--- src/rtl/lbp_pkg.sv ---
// Shared types and image constants for the LBP gray-memory datapath.
package lbp_pkg;

    localparam int ADDR_W = 14;
    localparam int DATA_W = 8;
    localparam int IMG_W  = 128;

    typedef enum logic {
        IDLE = 1'b0,
        OWN  = 1'b1
    } arb_state_t;

    typedef logic req_id_t;

    localparam req_id_t REQ0 = 1'b0;
    localparam req_id_t REQ1 = 1'b1;

endpackage

--- src/rtl/gray_mem_arbiter_rr_pick2.sv ---
// Two-way round-robin winner: a sole requester wins; on a tie the requester
// that did not own the memory last (not equal to rr_ptr) wins.
module rr_pick2
    import lbp_pkg::*;
(
    input  logic [1:0] req,
    input  req_id_t    rr_ptr,
    output req_id_t    win
);

    always_comb begin
        win = REQ0;
        case (req)
            2'b10:   win = REQ1;
            2'b11:   win = ~rr_ptr;
            default: win = REQ0;
        endcase
    end

endmodule

--- src/rtl/gray_mem_arbiter.sv ---
// Round-robin arbiter sharing the gray image memory between two requesters,
// with lock and burst-limited tenures. Optional per-requester beat counters: GRAY_ARB_STATS_EN.
//
// state | meaning
// IDLE  | no owner, both grants low
// OWN   | owner register valid, owner's grant high
module gray_mem_arbiter
    import lbp_pkg::*;
#(
    parameter int ADDR_W    = 14,
    parameter int DATA_W    = 8,
    parameter int MAX_BURST = 9,
    parameter int CNT_W     = 4
) (
    input  logic              clk,
    input  logic              reset,
    input  logic              r0_req,
    input  logic              r0_lock,
    input  logic [ADDR_W-1:0] r0_addr,
    output logic              r0_gnt,
    output logic              r0_rvalid,
    input  logic              r1_req,
    input  logic              r1_lock,
    input  logic [ADDR_W-1:0] r1_addr,
    output logic              r1_gnt,
    output logic              r1_rvalid,
    output logic [DATA_W-1:0] rdata,
    output logic              mem_rd,
    output logic [ADDR_W-1:0] mem_addr,
    input  logic [DATA_W-1:0] mem_data,
`ifdef GRAY_ARB_STATS_EN
    output logic [15:0]       r0_beats,
    output logic [15:0]       r1_beats,
`endif
    output logic              busy
);

    arb_state_t       state, state_n;
    req_id_t          owner, owner_n;
    req_id_t          rr_ptr, rr_ptr_n;
    req_id_t          win;
    logic [CNT_W-1:0] count, count_n;

    logic              own_req, own_lock, oth_req;
    logic [ADDR_W-1:0] own_addr;
    logic              accept, last_beat, rel_own;

    rr_pick2 u_pick (
        .req    ({r1_req, r0_req}),
        .rr_ptr (rr_ptr),
        .win    (win)
    );

    always_comb begin
        own_req   = (owner == REQ1) ? r1_req  : r0_req;
        own_lock  = (owner == REQ1) ? r1_lock : r0_lock;
        own_addr  = (owner == REQ1) ? r1_addr : r0_addr;
        oth_req   = (owner == REQ1) ? r0_req  : r1_req;
        accept    = (state == OWN) && own_req;
        // count holds beats already taken, so this beat is the MAX_BURST-th
        last_beat = accept && (count == CNT_W'(MAX_BURST - 1));
        rel_own   = (state == OWN) && ((!own_req && !own_lock) || last_beat);
    end

    always_comb begin
        state_n  = state;
        owner_n  = owner;
        rr_ptr_n = rr_ptr;
        count_n  = count;
        case (state)
            IDLE: begin
                if (r0_req || r1_req) begin
                    state_n = OWN;
                    owner_n = win;
                    count_n = '0;
                end
            end
            OWN: begin
                if (rel_own) begin
                    rr_ptr_n = owner;
                    count_n  = '0;
                    if (oth_req) begin
                        owner_n = ~owner;
                    end else if (!own_req) begin
                        state_n = IDLE;
                    end
                end else if (accept) begin
                    count_n = count + CNT_W'(1);
                end
            end
        endcase
    end

    always_ff @(posedge clk) begin
        if (reset) begin
            state     <= IDLE;
            owner     <= REQ0;
            rr_ptr    <= REQ1;
            count     <= '0;
            r0_rvalid <= 1'b0;
            r1_rvalid <= 1'b0;
        end else begin
            state     <= state_n;
            owner     <= owner_n;
            rr_ptr    <= rr_ptr_n;
            count     <= count_n;
            r0_rvalid <= accept && (owner == REQ0);
            r1_rvalid <= accept && (owner == REQ1);
        end
    end

    assign r0_gnt   = (state == OWN) && (owner == REQ0);
    assign r1_gnt   = (state == OWN) && (owner == REQ1);
    assign busy     = (state != IDLE);
    assign mem_rd   = accept;
    assign mem_addr = accept ? own_addr : '0;
    assign rdata    = mem_data;

`ifdef GRAY_ARB_STATS_EN
    always_ff @(posedge clk) begin
        if (reset) begin
            r0_beats <= '0;
            r1_beats <= '0;
        end else begin
            if (accept && (owner == REQ0) && (r0_beats != 16'hFFFF))
                r0_beats <= r0_beats + 16'd1;
            if (accept && (owner == REQ1) && (r1_beats != 16'hFFFF))
                r1_beats <= r1_beats + 16'd1;
        end
    end
`endif

endmodule

--- config.mk ---
export PLATFORM = sky130hd
export DESIGN_NAME = gray_mem_arbiter
export DESIGN_NICKNAME = d
export VERILOG_FILES = /design/src/rtl/lbp_pkg.sv /design/src/rtl/gray_mem_arbiter_rr_pick2.sv /design/src/rtl/gray_mem_arbiter.sv
export SDC_FILE = /design/constraint.sdc
export NUM_CORES = 1
export LEC_CHECK = 0
export CAP_MARGIN = 10
export CORE_AREA = 2 2 55 57
export CTS_BUF_LIST = sky130_fd_sc_hd__clkbuf_4 sky130_fd_sc_hd__clkbuf_8
export CTS_CLUSTER_SIZE = 14
export DETAILED_ROUTE_END_ITERATION = 10
export DIE_AREA = 0 0 57 59
export HOLD_SLACK_MARGIN = 0.1
export PLACE_DENSITY_LB_ADDON = 0.3
export SKIP_CTS_REPAIR_TIMING = 1
export SLEW_MARGIN = 0
export SYNTH_ARGS = -nofsm -noshare
export SYNTH_HDL_FRONTEND = slang
export SYNTH_SLANG_ARGS = --single-unit
export TNS_END_PERCENT = 100
--- constraint.sdc ---
create_clock -name clk -period 1.6 [get_ports clk]
set_clock_uncertainty 0.2 [all_clocks]
set_input_delay 0.32 -clock clk [delete_from_list [all_inputs] [get_ports clk]]
set_output_delay 0.32 -clock clk [all_outputs]
set_load 0.005 [all_outputs]
## After elaboration in Yosys (flattened, before gate mapping)

Index checks and enable logic that the tools add are counted.

| word-level totals | value |
|---|---|
| output and inout port bits | 28 |
| logic and storage cells | 51 |
| input port bits | 42 |
| flip-flop bits (word level) | 9 |

| cells by class | value |
|---|---|
| reductions and logical operators | 15 |
| equal/unequal tests | 7 |
| multiplexer cells | 19 |
| bitwise operators | 3 |
| $add $sub $neg | 1 |

Operator list:

| kind | number |
|---|---|
| 2-to-1 mux 14 bit | 2 |
| 2-to-1 mux 4 bit | 3 |
| 2-to-1 mux 1 bit | 10 |
| logical AND 1 bit | 8 |
| one-hot mux 4 bit (2 select lines) | 1 |
| one-hot mux 1 bit (2 select lines) | 3 |
| adder 4 x 1 -> 4 bit (second input constant) | 1 |
| equality test 2 bit (second input constant) | 2 |
| equality test 4 bit (second input constant) | 1 |
| inequality test 2 x 1 -> 1 bit (second input constant) | 2 |
| AND reduction 2 bit | 2 |
| inequality test 3 x 1 -> 1 bit (second input constant) | 1 |
| NOT 1 bit | 3 |
| AND reduction 3 bit | 1 |
| zero test 1 bit | 2 |
| logical OR 1 bit | 2 |
| inequality test 2 bit (second input constant) | 1 |

## Logic depth before layout (Yosys ltp)

| logic depth | value |
|---|---|
| depth in word-level cells | 7 |
| gate-level depth with buffers | 6 |
| depth with buffers taken out | 6 |

## Modules after synthesis

Synthesis repeated with hierarchy kept, for this count alone.

| second synthesis, totals | value |
|---|---|
| cell total of the unflattened synthesis | 84 |
| area total of the unflattened synthesis | 733.2 um^2 |

Modules (own cells, without submodules):

| module | sequential area each (um^2) | instances | cells an instance | area each (um^2) |
|---|---|---|---|---|
| gray_mem_arbiter | 180.2 | 1 | 83 | 721.9 |
| rr_pick2 | 0.0 | 1 | 1 | 11.3 |

## Least setup slack after synthesis

No wires, ideal clock.

| timing path | value |
|---|---|
| path type | register -> output |
| start | register state, in the netlist busy |
| end | output port mem_addr[10] |
| path slack | -0.246 ns |
| data required time | 1.080 ns |
| cell stages (with the launch flop) | 7 |
| data arrival time | 1.326 ns |
| buffers on the path | 3 |
| cells stage by stage | dfxtp_1 -> clkbuf_2 -> nor2b_2 -> and2_0 -> buf_2 -> buf_2 -> a22o_1 |

| on the way | value |
|---|---|
| longest elaborated chain between the ends | 2 |

RTL lines:

| element | line | text |
|---|---|---|
| start, declared | gray_mem_arbiter.sv:38 | `arb_state_t state, state_n;` |
| start signal, assigned | gray_mem_arbiter.sv:103 | `state <= state_n;` |
| logical AND 1 bit | gray_mem_arbiter.sv:59 | `accept = (state == OWN) && own_req;` |
| 2-to-1 mux 14 bit | gray_mem_arbiter.sv:116 | `assign mem_addr = accept ? own_addr : '0;` |
| end, declared | gray_mem_arbiter.sv:29 | `output logic [ADDR_W-1:0] mem_addr,` |

No other way between the ends.

## Final worst setup path

Ends and elaborated chain as after synthesis.

==> run metrics <==
Worst-Skew Late Latency=0.28 ns; Slew Limit Fails=0; RSZ-0062 raised after global routing=yes; area of the mapped netlist=706 um^2; worst hold slack=0.309 ns; sequential fraction of the synthesis area=25.5%; vias in the first global route=826; H-tree levels=1; area grow syn2layout=106%; Final Hold Viols=0; multiplexer area fraction after synthesis=2.84%; antenna cells=0; first-pass GRT wire length=3600 um; IO buf count=53; nets=195; syn nets=126; Worst Tran Pin Value=0.255 ns; total track usage=13.4%; 1st-iter DRT viols=12; total gr overflow=0; WP data arrival=1.45 ns; most frequent cell after synthesis=a22o_1; drt first pass iters=4; share of post-route cells with drive strength above 1=45.3%; max cap viols=0; Remaining DRCs=0; Final Cell Area=0.00146 mm^2; Post-Synth Simple-Gate Area=20.0%; Clock Path Buffers=2; Synth Area in XOR/XNOR=1.24%; Clock Sinks=9; antenna violations before repair=0; WS Path Type=flip-flop to output port; top cell type's share of synthesized area=25.5%; Worst Hold Class=flip-flop to flip-flop; Die Area=0.00336 mm^2; core box area=0.00271 mm^2; area leader, netlist=dfxtp_1; Vias/cell=4.71; Avg Inst Size Synth=8.61 um^2; Leakage Power=0.726 nW; Final ANT Viol Nets=0; worst endpoint required time=1.08 ns; crit path max fanout=5; Tmin final=1.97 ns; Ports=70; largest net degree at the start of global routing=14; Syn Inst Count=82; WL final=2610 um; Worst-path clk slew=0.08 ns; pre-CTS setup slack=-0.805 ns; RePlAce Congestion=0.791; failing checks=setup timing; maximum VDD drop=0.342 mV; CTS tree=built; Post-synth top cells=14 x a22o_1, 9 x dfxtp_1, 8 x buf_4; Unique masters post-synth=32; Startpoint Class=flip-flop; Adder-Cell Fraction of Synth Area=3.55%; status=finished with violations; die span in y=59 um; Post-synth EDFFs=0; WL/cell=14.4 um; initial core utilization=26.0%; predominant post-synthesis flop cell=dfxtp_1; TritonCTS Buffers=3; Power per Cell Area=552 mW/mm^2; Core Rows=19; Die W=57 um; Yosys reg bits=9; Slew HR=82.7%; fraction of registers with async set/reset=0%; Final period util=123%; fin worst setup slack=-0.375 ns; CP Capture Type=output port; largest family of logic cells by synthesized area=compound AO/OA/AOI/OAI gates; number of fill cells=258; Root Driver=clkbuf_4; Final setup viols=20; Synth Area in Compound Gates=32.8%; Via Count=853; ranking of synthesized cells by area=dfxtp_1 26%, a22o_1 17%, buf_4 8.5%; fmax=506 MHz; Ys Warns=0; Area after DPL=0.00130 mm^2; hpwl dp=1900 um
per-stage QoR:
step	utilization [%]	std cells	total power [mW]	TNS (ns)
global placement	48.1	167	0.577	-13.91
detailed placement	48.1	167	0.580	-14.65
finish	53.7	181	0.803	-4.92
floorplan	-	82	0.395	-1.15
CTS	49.1	171	0.763	-13.53
global route	53.7	181	0.847	-5.98
worst paths after layout:
path	end	cells after the start	startpoint	slack (ns)
worst max-delay path	mem_addr[10]	6	busy	-0.37
worst min-delay path	rr_ptr	2	rr_ptr	0.31
worst max register to register	count[3]	5	owner	-0.07
worst min register to register	rr_ptr	2	rr_ptr	0.31
routing by layer:
metal	global-route usage, %	part of all wire [%]	vias to the layer above	routed length [um]
met5	0	0	-	0
met4	5.32	1.4	0	37
met3	1.53	3.0	5	79
met2	23.6	54	18	1420
met1	16.7	41	407	1070
li1	-	-	423	-
power by group:
part	switching, mW	internal (mW)	total (mW)
Clock	0.0989	0.0926	0.191
Sequential	0.0104	0.239	0.250
Combinational	0.130	0.232	0.362
flip-flops by register name (all words and copies together), names as in the netlist:
register   cells
owner          1
r1_rvalid      1
busy           1
count          4
rr_ptr         1
r0_rvalid      1
worst max-delay path: stages (launching register included):
cell and delay, ns:
dfxtp_2 0.32, nor2b_4 0.12, and2_4 0.17, buf_8 0.13
buf_6 0.10, a22o_1 0.22, buf_2 0.12
logic make-up (layout without fill, tap and decap cells):
| kind of cell | Yosys count | count (layout) |
|---|---|---|
| AOI/OAI and AO/OA | 26 | 26 |
| xor gates and xnor gates | 1 | 1 |
| adders and majority gates | 2 | 2 |
| buffers and inverters | 17 | 85 |
| DFF | 9 | 9 |
| muxes | 2 | 2 |
| and+or+nand+nor | 25 | 25 |
cells in the final DEF, fill, tap and decap left out, types with 2 or more instances in the layout:
cell type	netlist	layout
clkdlybuf4s50_1	0	30
buf_4	8	15
a22o_1	14	14
clkbuf_2	1	12
dlymetal6s2s_1	0	7
nor2_1	6	6
buf_6	0	6
dfxtp_1	9	5
nand2_1	4	4
buf_2	3	4
dfxtp_2	0	3
clkbuf_4	0	3
inv_2	0	2
and2_4	0	2
inv_1	4	2
o21ai_1	0	2
or3_4	0	2
a21oi_2	0	2
a21oi_1	4	2
buf_8	0	2
layout make-up:
type	count	area (um^2)	area share [%]
clock inverter	1	5.00	0.344
timing repair buffer	77	703	48.3
clock buffer	3	22.5	1.55
tap	31	38.8	2.66
inverter	4	15.0	1.03
multi-input combinational	56	484	33.2
sequential	9	188	12.9
Power figures use the tool's default switching activity.
